==> src/rtl/seq_cla_adder_pkg.sv <==
// ============================================================================
// seq_cla_adder_pkg: shared state encoding, slice width and index-width helper
// Revision: 1.0
// ============================================================================
`default_nettype none

package seq_cla_adder_pkg;

  localparam int SLICE_W = 4;

  typedef enum logic [1:0] {
    IDLE = 2'd0,
    RUN  = 2'd1,
    DONE = 2'd2
  } state_t;

  // clog2 of the slice count, never below one bit so a single-slice adder still has an index
  function automatic int idx_width(input int nslice);
    int w;
    w = 1;
    while ((1 << w) < nslice) w++;
    return w;
  endfunction

endpackage

`default_nettype wire

==> src/rtl/seq_cla_adder_cla4_slice.sv <==
// ============================================================================
// cla4_slice: combinational 4-bit carry-lookahead adder slice
// Revision: 1.0
// ============================================================================
`default_nettype none

module cla4_slice
  import seq_cla_adder_pkg::*;
(
  input  logic [SLICE_W-1:0] a,
  input  logic [SLICE_W-1:0] b,
  input  logic               cin,
  output logic [SLICE_W-1:0] sum,
  output logic               c3,
  output logic               c4
);

  logic [SLICE_W-1:0] p;
  logic [SLICE_W-1:0] g;
  logic               c1;
  logic               c2;

  assign p = a ^ b;
  assign g = a & b;

  // Every carry is a flat sum of products of g/p/cin, no ripple chain
  assign c1 = g[0] | (p[0] & cin);
  assign c2 = g[1] | (p[1] & g[0]) | (p[1] & p[0] & cin);
  assign c3 = g[2] | (p[2] & g[1]) | (p[2] & p[1] & g[0]) | (p[2] & p[1] & p[0] & cin);
  assign c4 = g[3] | (p[3] & g[2]) | (p[3] & p[2] & g[1]) | (p[3] & p[2] & p[1] & g[0])
            | (p[3] & p[2] & p[1] & p[0] & cin);

  assign sum = p ^ {c3, c2, c1, cin};

endmodule

`default_nettype wire

==> src/rtl/seq_cla_adder.sv <==
// ============================================================================
// seq_cla_adder: WIDTH-bit adder, one 4-bit lookahead slice per clock, LSB first
// Revision: 1.0
// ============================================================================
`default_nettype none

module seq_cla_adder
  import seq_cla_adder_pkg::*;
#(
  parameter int WIDTH = 16
) (
  input  logic             clk,
  input  logic             rst_n,
  input  logic             in_valid,
  output logic             in_ready,
  input  logic [WIDTH-1:0] X,
  input  logic [WIDTH-1:0] Y,
  input  logic             Cin,
  output logic             out_valid,
  input  logic             out_ready,
  output logic [WIDTH-1:0] Sum,
  output logic             Cout,
  output logic             Ovf
);

  localparam int NSLICE = WIDTH / SLICE_W;
  localparam int IDX_W  = idx_width(NSLICE);
  localparam logic [IDX_W-1:0] LAST_IDX = IDX_W'(NSLICE - 1);

  state_t             state;
  logic [WIDTH-1:0]   x_r;
  logic [WIDTH-1:0]   y_r;
  logic               carry_r;
  logic [IDX_W-1:0]   idx;

  logic [SLICE_W-1:0] slice_a;
  logic [SLICE_W-1:0] slice_b;
  logic [SLICE_W-1:0] slice_sum;
  logic               slice_c3;
  logic               slice_c4;

  always_comb begin
    slice_a = '0;
    slice_b = '0;
    for (int i = 0; i < NSLICE; i++) begin
      if (idx == IDX_W'(i)) begin
        slice_a = x_r[i*SLICE_W +: SLICE_W];
        slice_b = y_r[i*SLICE_W +: SLICE_W];
      end
    end
  end

  cla4_slice u_slice (
    .a   (slice_a),
    .b   (slice_b),
    .cin (carry_r),
    .sum (slice_sum),
    .c3  (slice_c3),
    .c4  (slice_c4)
  );

  assign in_ready = (state == IDLE);

  always_ff @(posedge clk or negedge rst_n) begin
    if (!rst_n) begin
      state     <= IDLE;
      x_r       <= '0;
      y_r       <= '0;
      carry_r   <= 1'b0;
      idx       <= '0;
      out_valid <= 1'b0;
      Sum       <= '0;
      Cout      <= 1'b0;
      Ovf       <= 1'b0;
    end else begin
      case (state)
        IDLE: begin
          if (in_valid) begin
            x_r     <= X;
            y_r     <= Y;
            carry_r <= Cin;
            idx     <= '0;
            state   <= RUN;
          end
        end
        RUN: begin
          for (int i = 0; i < NSLICE; i++) begin
            if (idx == IDX_W'(i)) Sum[i*SLICE_W +: SLICE_W] <= slice_sum;
          end
          carry_r <= slice_c4;
          idx     <= idx + 1'b1;
          if (idx == LAST_IDX) begin
            Cout      <= slice_c4;
            Ovf       <= slice_c3 ^ slice_c4;
            out_valid <= 1'b1;
            state     <= DONE;
          end
        end
        DONE: begin
          // Results are held after the handshake until the next capture overwrites them
          if (out_ready) begin
            out_valid <= 1'b0;
            state     <= IDLE;
          end
        end
        default: begin
          out_valid <= 1'b0;
          state     <= IDLE;
        end
      endcase
    end
  end

endmodule

`default_nettype wire

==> config.mk <==
export PLATFORM = sky130hd
export DESIGN_NAME = seq_cla_adder
export DESIGN_NICKNAME = d
export VERILOG_FILES = /design/src/rtl/seq_cla_adder_pkg.sv /design/src/rtl/seq_cla_adder_cla4_slice.sv /design/src/rtl/seq_cla_adder.sv
export SDC_FILE = /design/constraint.sdc
export NUM_CORES = 1
export LEC_CHECK = 0
export ABC_AREA = 0
export CAP_MARGIN = 20
export CELL_PAD_IN_SITES_DETAIL_PLACEMENT = 1
export CELL_PAD_IN_SITES_GLOBAL_PLACEMENT = 1
export CORE_ASPECT_RATIO = 1.1
export CORE_MARGIN = 1
export CORE_UTILIZATION = 40
export DETAILED_ROUTE_END_ITERATION = 12
export PLACE_DENSITY_LB_ADDON = 0.1
export SLEW_MARGIN = 20
export SYNTH_ARGS = -nofsm -noshare
export SYNTH_HDL_FRONTEND = slang
export SYNTH_HIERARCHICAL = 1
export SYNTH_SLANG_ARGS = --single-unit
==> constraint.sdc <==
create_clock -name clk -period 5.8 [get_ports clk]
set_input_delay 0.58 -clock clk [delete_from_list [all_inputs] [get_ports clk]]
set_output_delay 0.58 -clock clk [all_outputs]
set_load 0.02 [all_outputs]
* Yosys cells after proc, flatten, opt, wreduce, memory -nomap -nowiden
Index checks and enable logic that the tools add are counted.
Storage, ports and cells: bits in registers 56
Operators by class: $add $sub $neg 1, equal/unequal tests 8, mux-type cells 19, bitwise gates (word level) 31, reduce and logical (&&, ||, !) cells 11
Operators by type and width (number):
- $mux W4 | 8
- $and A1 B1 Y1 | 16
- $reduce_and A2 Y1 | 6
- $or A1 B1 Y1 | 10
- $mux W2 | 4
- $xor A4 B4 Y4 | 2
- $eq A2 B2 Y1 const B | 3
- $ne A2 B2 Y1 const B | 3
- $pmux W2 S3 | 1
- $reduce_and A3 Y1 | 2
- $and A4 B4 Y4 | 1
- $eq A2 B1 Y1 const B | 2
- $logic_not A2 Y1 | 2
- $pmux W2 S2 | 1
- $mux W1 | 3
- $pmux W1 S3 | 1
- $add A2 B1 Y2 const B | 1
- $pmux W1 S2 | 1
- $reduce_bool A2 Y1 | 1
- $not A1 Y1 | 1
- $xor A1 B1 Y1 | 1

* Logic depth before layout (Yosys ltp)
Gate-level depths: netlist of the first run.
word-level depth 12, depth in mapped cells 12, mapped depth without buffers 11

* Hierarchy
The synthesis of the first run kept the hierarchy.
By module, submodules not included:
- seq_cla_adder | times used 1, cells each 179, area an instance 2566.2 um^2, sequential area each 1401.3 um^2
- cla4_slice | times used 1, cells each 18, area an instance 155.1 um^2, sequential area each 0.0 um^2

* Least setup slack after synthesis of the first run
No wires, ideal clock.
path type reg2reg, from register idx[0], to register Cout, arrival 2340 ps, required time 5675 ps, slack 3335 ps, stages on the path, launching flop included 12, buffers on the path 1, period minus slack after synthesis 2465 ps, cell sequence dfrtp_1 -> inv_1 -> ha_1 -> nor2b_1 -> clkbuf_1 -> a22oi_1 -> a21oi_1 -> ha_1 -> a211oi_2 -> o21bai_2 -> a21o_1 -> mux2_2
Between the ends: elaborated cells on any way between the ends 26, those cells by class 3 x eq/ne; 8 x mux; 13 x bitwise; 2 x reduce/logical
RTL lines:
- start: declaration | line seq_cla_adder.sv:34 | logic [IDX_W-1:0] idx;
- start signal: assignment | line seq_cla_adder.sv:91 | idx <= idx + 1'b1;
- $logic_not A2 Y1 | line seq_cla_adder.sv:46 | if (idx == IDX_W'(i)) begin
- $mux W4 (3 in a row) | line seq_cla_adder.sv:46
- $mux W4 (*) | line seq_cla_adder.sv:46
- via slice_a[0] | line seq_cla_adder.sv:36 | logic [SLICE_W-1:0] slice_a;
- $and A4 B4 Y4 or $xor A4 B4 Y4 (tied branches) | line seq_cla_adder_cla4_slice.sv:24, seq_cla_adder_cla4_slice.sv:23
- $and A1 B1 Y1, on equally long branches | line seq_cla_adder_cla4_slice.sv:30, seq_cla_adder_cla4_slice.sv:31
- $or A1 B1 Y1 or $and A1 B1 Y1 (tied branches) | line seq_cla_adder_cla4_slice.sv:30, seq_cla_adder_cla4_slice.sv:31
- $or A1 B1 Y1 (*) | line seq_cla_adder_cla4_slice.sv:31 | | (p[3] & p[2] & p[1] & p[0] & cin);
- via slice_c4 | line seq_cla_adder.sv:40 | logic slice_c4;
- end signal: assignment | line seq_cla_adder.sv:93 | Cout <= slice_c4;
- end: declaration | line seq_cla_adder.sv:22 | output logic Cout,
The timed path passes the listed nets; every way through them passes the cells marked *. A chain may end at the register's enable or synchronous reset.

* Worst setup path in the final report of the first run
from register idx[1], to register Cout
Same word-level chain as after synthesis.

==> metrics.md, run 1 <==
| Metric | Value |
|---|---|
| Status | `finished with violations` |
| Failing checks | `DRC` |
| Syn Nets | `243` |
| DR WL met3 | `215 µm` |
| Final period util | `50.81%` |
| RSZ-0062 raised after global routing | `no` |
| TritonCTS Buffers | `5` |
| Drt pass-1 iters | `8` |
| MaxCap Viol Count | `0` |
| IO buf count | `56` |
| Gpl congestion | `0.7744` |
| All-layer global routing usage | `17.93%` |
| Die area | `7138 µm²` |
| DR WL/cell | `16.57 µm` |
| Yosys warns | `6` |
| Vias in the first global route | `1821` |
| Routed Antenna Nets | `0` |
| Pin count of the biggest net entering global routing | `57` |
| Clock transition at the registers of the reported paths | `100 ps` |
| CTS root buffer | `clkbuf_8` |
| Number of hold buffers added after CTS | `0` |
| Worst-margin pin slew | `682.7 ps` |
| Initial antenna violation count | `0` |
| Worst setup EP type | `flip-flop` |
| Top Metal Used | `met4` |
| Period minus WS final | `2947 ps` |
| Delay-heaviest family, CP | `compound AO/OA/AOI/OAI gates` |
| Area grow syn2layout | `24.09%` |
| Crit-path cells | `inv_1, ha_1, nor2b_1, a22oi_1, a21oi_1, ha_1, a211oi_2, o21bai_2, a21o_1, mux2_2` |
| Worst EP required | `6000 ps` |
| Asr flop ratio synth | `100.0%` |
| Post-route worst setup slack | `2853 ps` |
| Crit-path max FO | `11` |
| Core Box Area | `6594 µm²` |
| Mapped Area | `2721 µm²` |
| Top cell type's share of synthesized area | `51.49%` |
| Slowest stage delay, CP | `440 ps` |
| CP bufs+invs | `1` |
| WL met2 | `2663 µm` |
| Max H-tree Level | `2` |
| Final #Nets | `298` |
| Horizontal die dimension | `80.65 µm` |
| CP Launch Type | `flip-flop` |
| Maximum root-to-sink buffer count | `2` |
| Cts repair resizes | `0` |
| Ports | `57` |
| Finished Layout Cells | `335` |
| Static Leak | `1.483 nW` |
| Mean number of vias per cell | `5.090` |
| Initial Utilization | `41.27%` |
| Crit path arrival time | `3150 ps` |
| Most frequent CP cell | `ha_1` |
| Ratio of cells with drive above 1 in the final layout | `25.69%` |
| Synth area leaders | `dfrtp_1 51%, mux2_4 17%, mux2_2 7.9%, ha_1 3.7%, buf_12 2.2%` |
| Setup Slack @ Placement | `2926 ps` |
| M1 WL | `2556 µm` |
| Register area share after synthesis | `51.49%` |
| Fill cells | `693` |
| Post-synth EDFFs | `0` |
| Synth Register Bits | `56` |
| Hold Path Class | `in -> async` |
| Pwr dens | `674.5 nW/µm²` |
| Worst Skew | `5.668 ps` |
| Post-CTS Setup Inserts | `0` |
| First-pass GRT wire length | `9466 µm` |
| Final setup fails | `0` |
| Count of pins over their slew limit | `0` |
| Top FF cell, synth | `dfrtp_1` |
| Worst skew pair latency | `310 ps` |
| Grt total ovfl | `0` |
| Commonest cells after routing, fill and taps aside | `56 x dfrtp_1, 55 x clkdlybuf4s50_1, 30 x mux2_4, 19 x mux2_2` |
| DRC violations left | `2` |
| DPL Wire Length | `4189 µm` |
| Antenna cells | `0` |
| Syn Inst Count | `197` |
| Maximum VDD drop | `0.0002752 V` |
| Mean Syn Cell Area | `13.81 µm²` |
| Placed cells | `327` |
| Yosys top cell by area | `dfrtp_1` |
| Slowest cell on crit path | `nor2b_1` |
| Setup TNS | `0 ps` |
| Starting DRT DRC Count | `28` |
| Max Freq | `0.3394 GHz` |
| CTS tree | `yes` |
| Synth cell types | `32` |
| Standard-cell rows | `31` |
| Die height | `88.51 µm` |
| DR vias | `1705` |
| Most common cell after layout, fill and taps aside | `dfrtp_1` |
| # clock sinks | `56` |
| Max_slew headroom | `54.49%` |
| Final Hold Fails | `0` |
| CP Class | `reg -> reg` |
| WL final | `5550 µm` |
-- cells by family (layout without fill, tap and decap cells) --
group | after synthesis | after routing | share of synthesized area, %
AO/OA/AOI/OAI | 36 | 36 | 8.322
XOR/XNOR | 4 | 4 | 1.288
adder cells (fa/ha/maj) | 9 | 9 | 4.414
buffers and inverters | 17 | 73 | 4.828
flip-flops | 56 | 56 | 51.49
multiplexers | 50 | 50 | 24.78
AND/OR/NAND/NOR | 25 | 25 | 4.874
-- power breakdown --
part | switching (W) | internal [W]
Sequential | 0.000148 | 0.000597
Combinational | 0.000632 | 0.000681
Clock | 0.000133 | 0.0000869
-- through the flow --
step           power (W)  util (%)  hold slack, ps  cell area [µm²]
3_5_place_dp    0.002086     49.83           475.8             3286
6_report        0.002278     51.21           391.2             3377
2_1_floorplan   0.001706         -           284.4             2721
4_1_cts         0.002314     51.21           407.4             3377
5_1_grt         0.002485     51.21           442.9             3377
3_3_place_gp    0.002059     49.83           470.6             3286
-- final cells by class --
cell class	instances	area, µm²	share of cell area, %
clock inverters	3	22.52	0.6669
clock buffers	5	68.82	2.038
multi-input cells	124	1189	35.20
flip-flops and latches	56	1401	41.50
repair buffers	57	563.0	16.67
well taps	82	102.6	3.038
inverters	8	30.03	0.8892
-- cells in the mapped netlist, types with 2 or more instances --
master and count:
dfrtp_1 56, mux2_4 30, mux2_2 19, a21oi_1 9, nand2_1 9, a22oi_1 8, ha_1 8, o21ai_0 8
inv_1 7, o22ai_1 7, nor2_1 6, buf_12 3, clkbuf_1 3, buf_6 2, nand2b_1 2, nand3b_1 2
xnor2_1 2, xor2_1 2
-- path summary, 6_finish.rpt --
kind	start	to	slack (ps)	depth (start not counted)
hold / removal	rst_n	carry_r	390	2
setup reg to reg	idx[1]	Cout	2850	10
max in group asynchronous	rst_n	x_r[8]	4970	2
min in group clk	Ovf	Ovf	490	2
hold reg to reg	Ovf	Ovf	490	2
setup / recovery	idx[1]	Cout	2850	10
-- layer usage --
layer / GRT usage [%] / vias to the layer above
met5: 0 / -
met4: 6.494 / 0
met3: 3.814 / 10
met2: 28.51 / 45
met1: 24.19 / 844
li1: - / 806
-- flip-flops by register name, indices dropped and copies added (netlist names) --
register,flops
Ovf,1
idx,2
Sum,16
y_r,16
x_r,16
carry_r,1
out_valid,1
state,2
Cout,1
(Power assumes the default switching activity.)
==> run 2: changes to the inputs <==
==> constraint.sdc (replaced) <==
create_clock -name clk -period 2.9 [get_ports clk]
set_input_delay 0.29 -clock clk [delete_from_list [all_inputs] [get_ports clk]]
set_output_delay 0.29 -clock clk [all_outputs]
set_load 0.02 [all_outputs]
==> run 2 against run 1 <==
- the run still ends with DRC left
- combinational power up 110%
- critical endpoint unchanged
- cell count grew 1.8%
- largest cell class unchanged
- fmax grew 11%
- routed wire length rose by 3.0%
- clock power grew 85%
- worst hold slack worse by 95 ps
- first-iteration DRC count increased by 110%
- critical path depth unchanged
- clock skew about the same
- die area unchanged
- design area rose by 1.3%
- worst setup slack lost 2600 ps
==> metrics.md, run 2 (synthesis results as in run 1) <==
| Metric | Value |
|---|---|
| Sequential power share | `32.1%` |
| All-layer global routing usage | `18.22%` |
| Crit path arrival time | `2840 ps` |
| Failing checks | `DRC` |
| DPL Wire Length | `4423 µm` |
| Pwr dens | `1348 nW/µm²` |
| Largest regs | `Sum x16, x_r x16, y_r x16` |
| CTS root buffer | `clkbuf_8` |
| Flop2flop setup slack | `250 ps` |
| Crit path capture | `Cout` |
| Clock transition at the registers of the reported paths | `90 ps` |
| Starting DRT DRC Count | `59` |
| Static Leak | `1.509 nW` |
| Maximum root-to-sink buffer count | `2` |
| Maximum VDD drop | `0.0005590 V` |
| Final Hold Fails | `0` |
| TritonCTS Buffers | `5` |
| Area grow syn2layout | `25.70%` |
| Hold slack | `296.4 ps` |
| Reg2reg start | `idx[0]` |
| Ports | `57` |
| Worst skew pair latency | `300 ps` |
| DRC violations left | `2` |
| DR vias | `1739` |
| CP Launch Type | `flip-flop` |
| Initial antenna violation count | `0` |
| Hold Path Class | `in -> async` |
| IO buf count | `56` |
| Drt pass-1 iters | `8` |
| Max H-tree Level | `2` |
| Vias in the first global route | `1863` |
| Gpl congestion | `0.7886` |
| FF/Latch Area | `1401 µm²` |
| Slowest cell on crit path | `dfrtp_1` |
| Count of pins over their slew limit | `0` |
| Grt total ovfl | `0` |
| Die area | `7138 µm²` |
| CP Class | `reg -> reg` |
| Worst setup EP type | `flip-flop` |
| Worst EP required | `3100 ps` |
| Final period util | `91.31%` |
| Antenna cells | `0` |
| Standard-cell rows | `31` |
| Initial Utilization | `41.27%` |
| Worst-margin pin slew | `589.6 ps` |
| Crit-path cells | `ha_1, buf_4, nor2_1, buf_4, a21oi_1, ha_1, a211oi_2, o21bai_2, a21o_1, mux2_2` |
| MaxCap Viol Count | `0` |
| Status | `finished with violations` |
| Final #Nets | `305` |
| Ratio of cells with drive above 1 in the final layout | `27.03%` |
| WL final | `5719 µm` |
| Commonest cells after routing, fill and taps aside | `56 x dfrtp_1, 55 x clkdlybuf4s50_1, 30 x mux2_4, 19 x mux2_2` |
| Area of the multi-input gates | `1191 µm²` |
| Post-CTS Setup Inserts | `0` |
| Fill cells | `686` |
| Critical Path Start | `idx[0]` |
| Comb power frac | `59.1%` |
| Die height | `88.51 µm` |
| RSZ-0062 raised after global routing | `no` |
| RR Endpoint | `Cout` |
| Max_slew headroom | `60.69%` |
| Pin count of the biggest net entering global routing | `33` |
| FF-to-FF path depth | `10` |
| Final setup fails | `0` |
| Crit-path max FO | `6` |
| Internal power | `0.002778 W` |
| # clock sinks | `56` |
| Delay-heaviest family, CP | `compound AO/OA/AOI/OAI gates` |
| Clock power frac | `8.8%` |
| Routed Antenna Nets | `0` |
| CTS tree | `yes` |
| Net Sw Power | `0.001832 W` |
| CP Depth | `10` |
| Period minus WS final | `2648 ps` |
| Worst Skew | `5.291 ps` |
| Sw Ratio | `39.74%` |
| Slowest stage delay, CP | `430 ps` |
| First-pass GRT wire length | `9660 µm` |
| Setup TNS | `0 ps` |
| CP bufs+invs | `2` |
| Most common cell after layout, fill and taps aside | `dfrtp_1` |
| DR WL/cell | `16.77 µm` |
| Max Freq | `0.3776 GHz` |
| Mean number of vias per cell | `5.100` |
| Horizontal die dimension | `80.65 µm` |
| Core Box Area | `6594 µm²` |
| Final core utilization | `51.88%` |
-- run 2: cell count changes in the layout (fill, tap and decap cells not counted) --
cell,before,now
o21ai_0,8,7
clkbuf_1,0,1
nor2b_1,1,0
o21ai_1,0,1
clkinv_4,1,0
nor2b_2,0,1
dlygate4sd3_1,0,1
inv_6,1,0
buf_4,1,7
-- run 2: layout make-up --
class,count,area share (%)
Sequential cell,56,40.97
Timing Repair Buffer,64,18.07
Tap cell,82,2.999
Multi-Input combinational cell,124,34.82
Clock inverter,1,0.1463
Clock buffer,6,2.121
Inverter,8,0.8778
-- run 2: power groups by stage --
stage	Clock, W	Sequential, W	Combinational (W)
after floorplan	0	0.00154	0.00187
after global placement	0	0.00149	0.00268
after detailed placement	0	0.00150	0.00273
after CTS	0.000425	0.00149	0.00275
after global routing	0.000447	0.00153	0.00300
final	0.000406	0.00148	0.00272
-- run 2: how the worst min path moves through the flow --
stage	startpoint	to	slack [ps]	depth (start not counted)
finish	rst_n	out_valid	300	2
floorplan	rst_n	Cout	-6	0
global route	rst_n	out_valid	310	2
global placement	rst_n	out_valid	80	1
detailed placement	rst_n	out_valid	80	1
CTS	rst_n	out_valid	280	2
-- run 2: metrics by stage --
stage	instance area (µm²)	setup WS, ps	total power [W]	instances
floorplan	2721	435.2	0.003413	197
global placement	3331	216.9	0.004171	333
detailed placement	3331	151.4	0.004235	333
CTS	3418	124.9	0.004657	341
global route	3421	4.872	0.004976	341
finish	3421	251.9	0.004610	341
-- run 2: worst register-to-register path, stage by stage (launching register included) --
cell	delay [ps]
dfrtp_1	430
ha_1	240
buf_4	150
nor2_1	200
buf_4	190
a21oi_1	90
ha_1	320
a211oi_2	270
o21bai_2	140
a21o_1	230
mux2_2	270
-- run 2: repair_timing --
item                       in CTS  in global routing
hold endpoints to repair        1                  0
hold buffers                    1                  0
setup endpoints to repair       0                 10
gates resized for setup         0                  2
-- run 2: per-layer routing --
metal | global-route usage, % | part of all wire [%] | vias up
met2 | 30.82 | 51 | 42
met3 | 3.918 | 3.0 | 5
met4 | 4.870 | 0.66 | 0
met1 | 23.68 | 45 | 876
li1 | - | - | 816
met5 | 0 | 0 | -
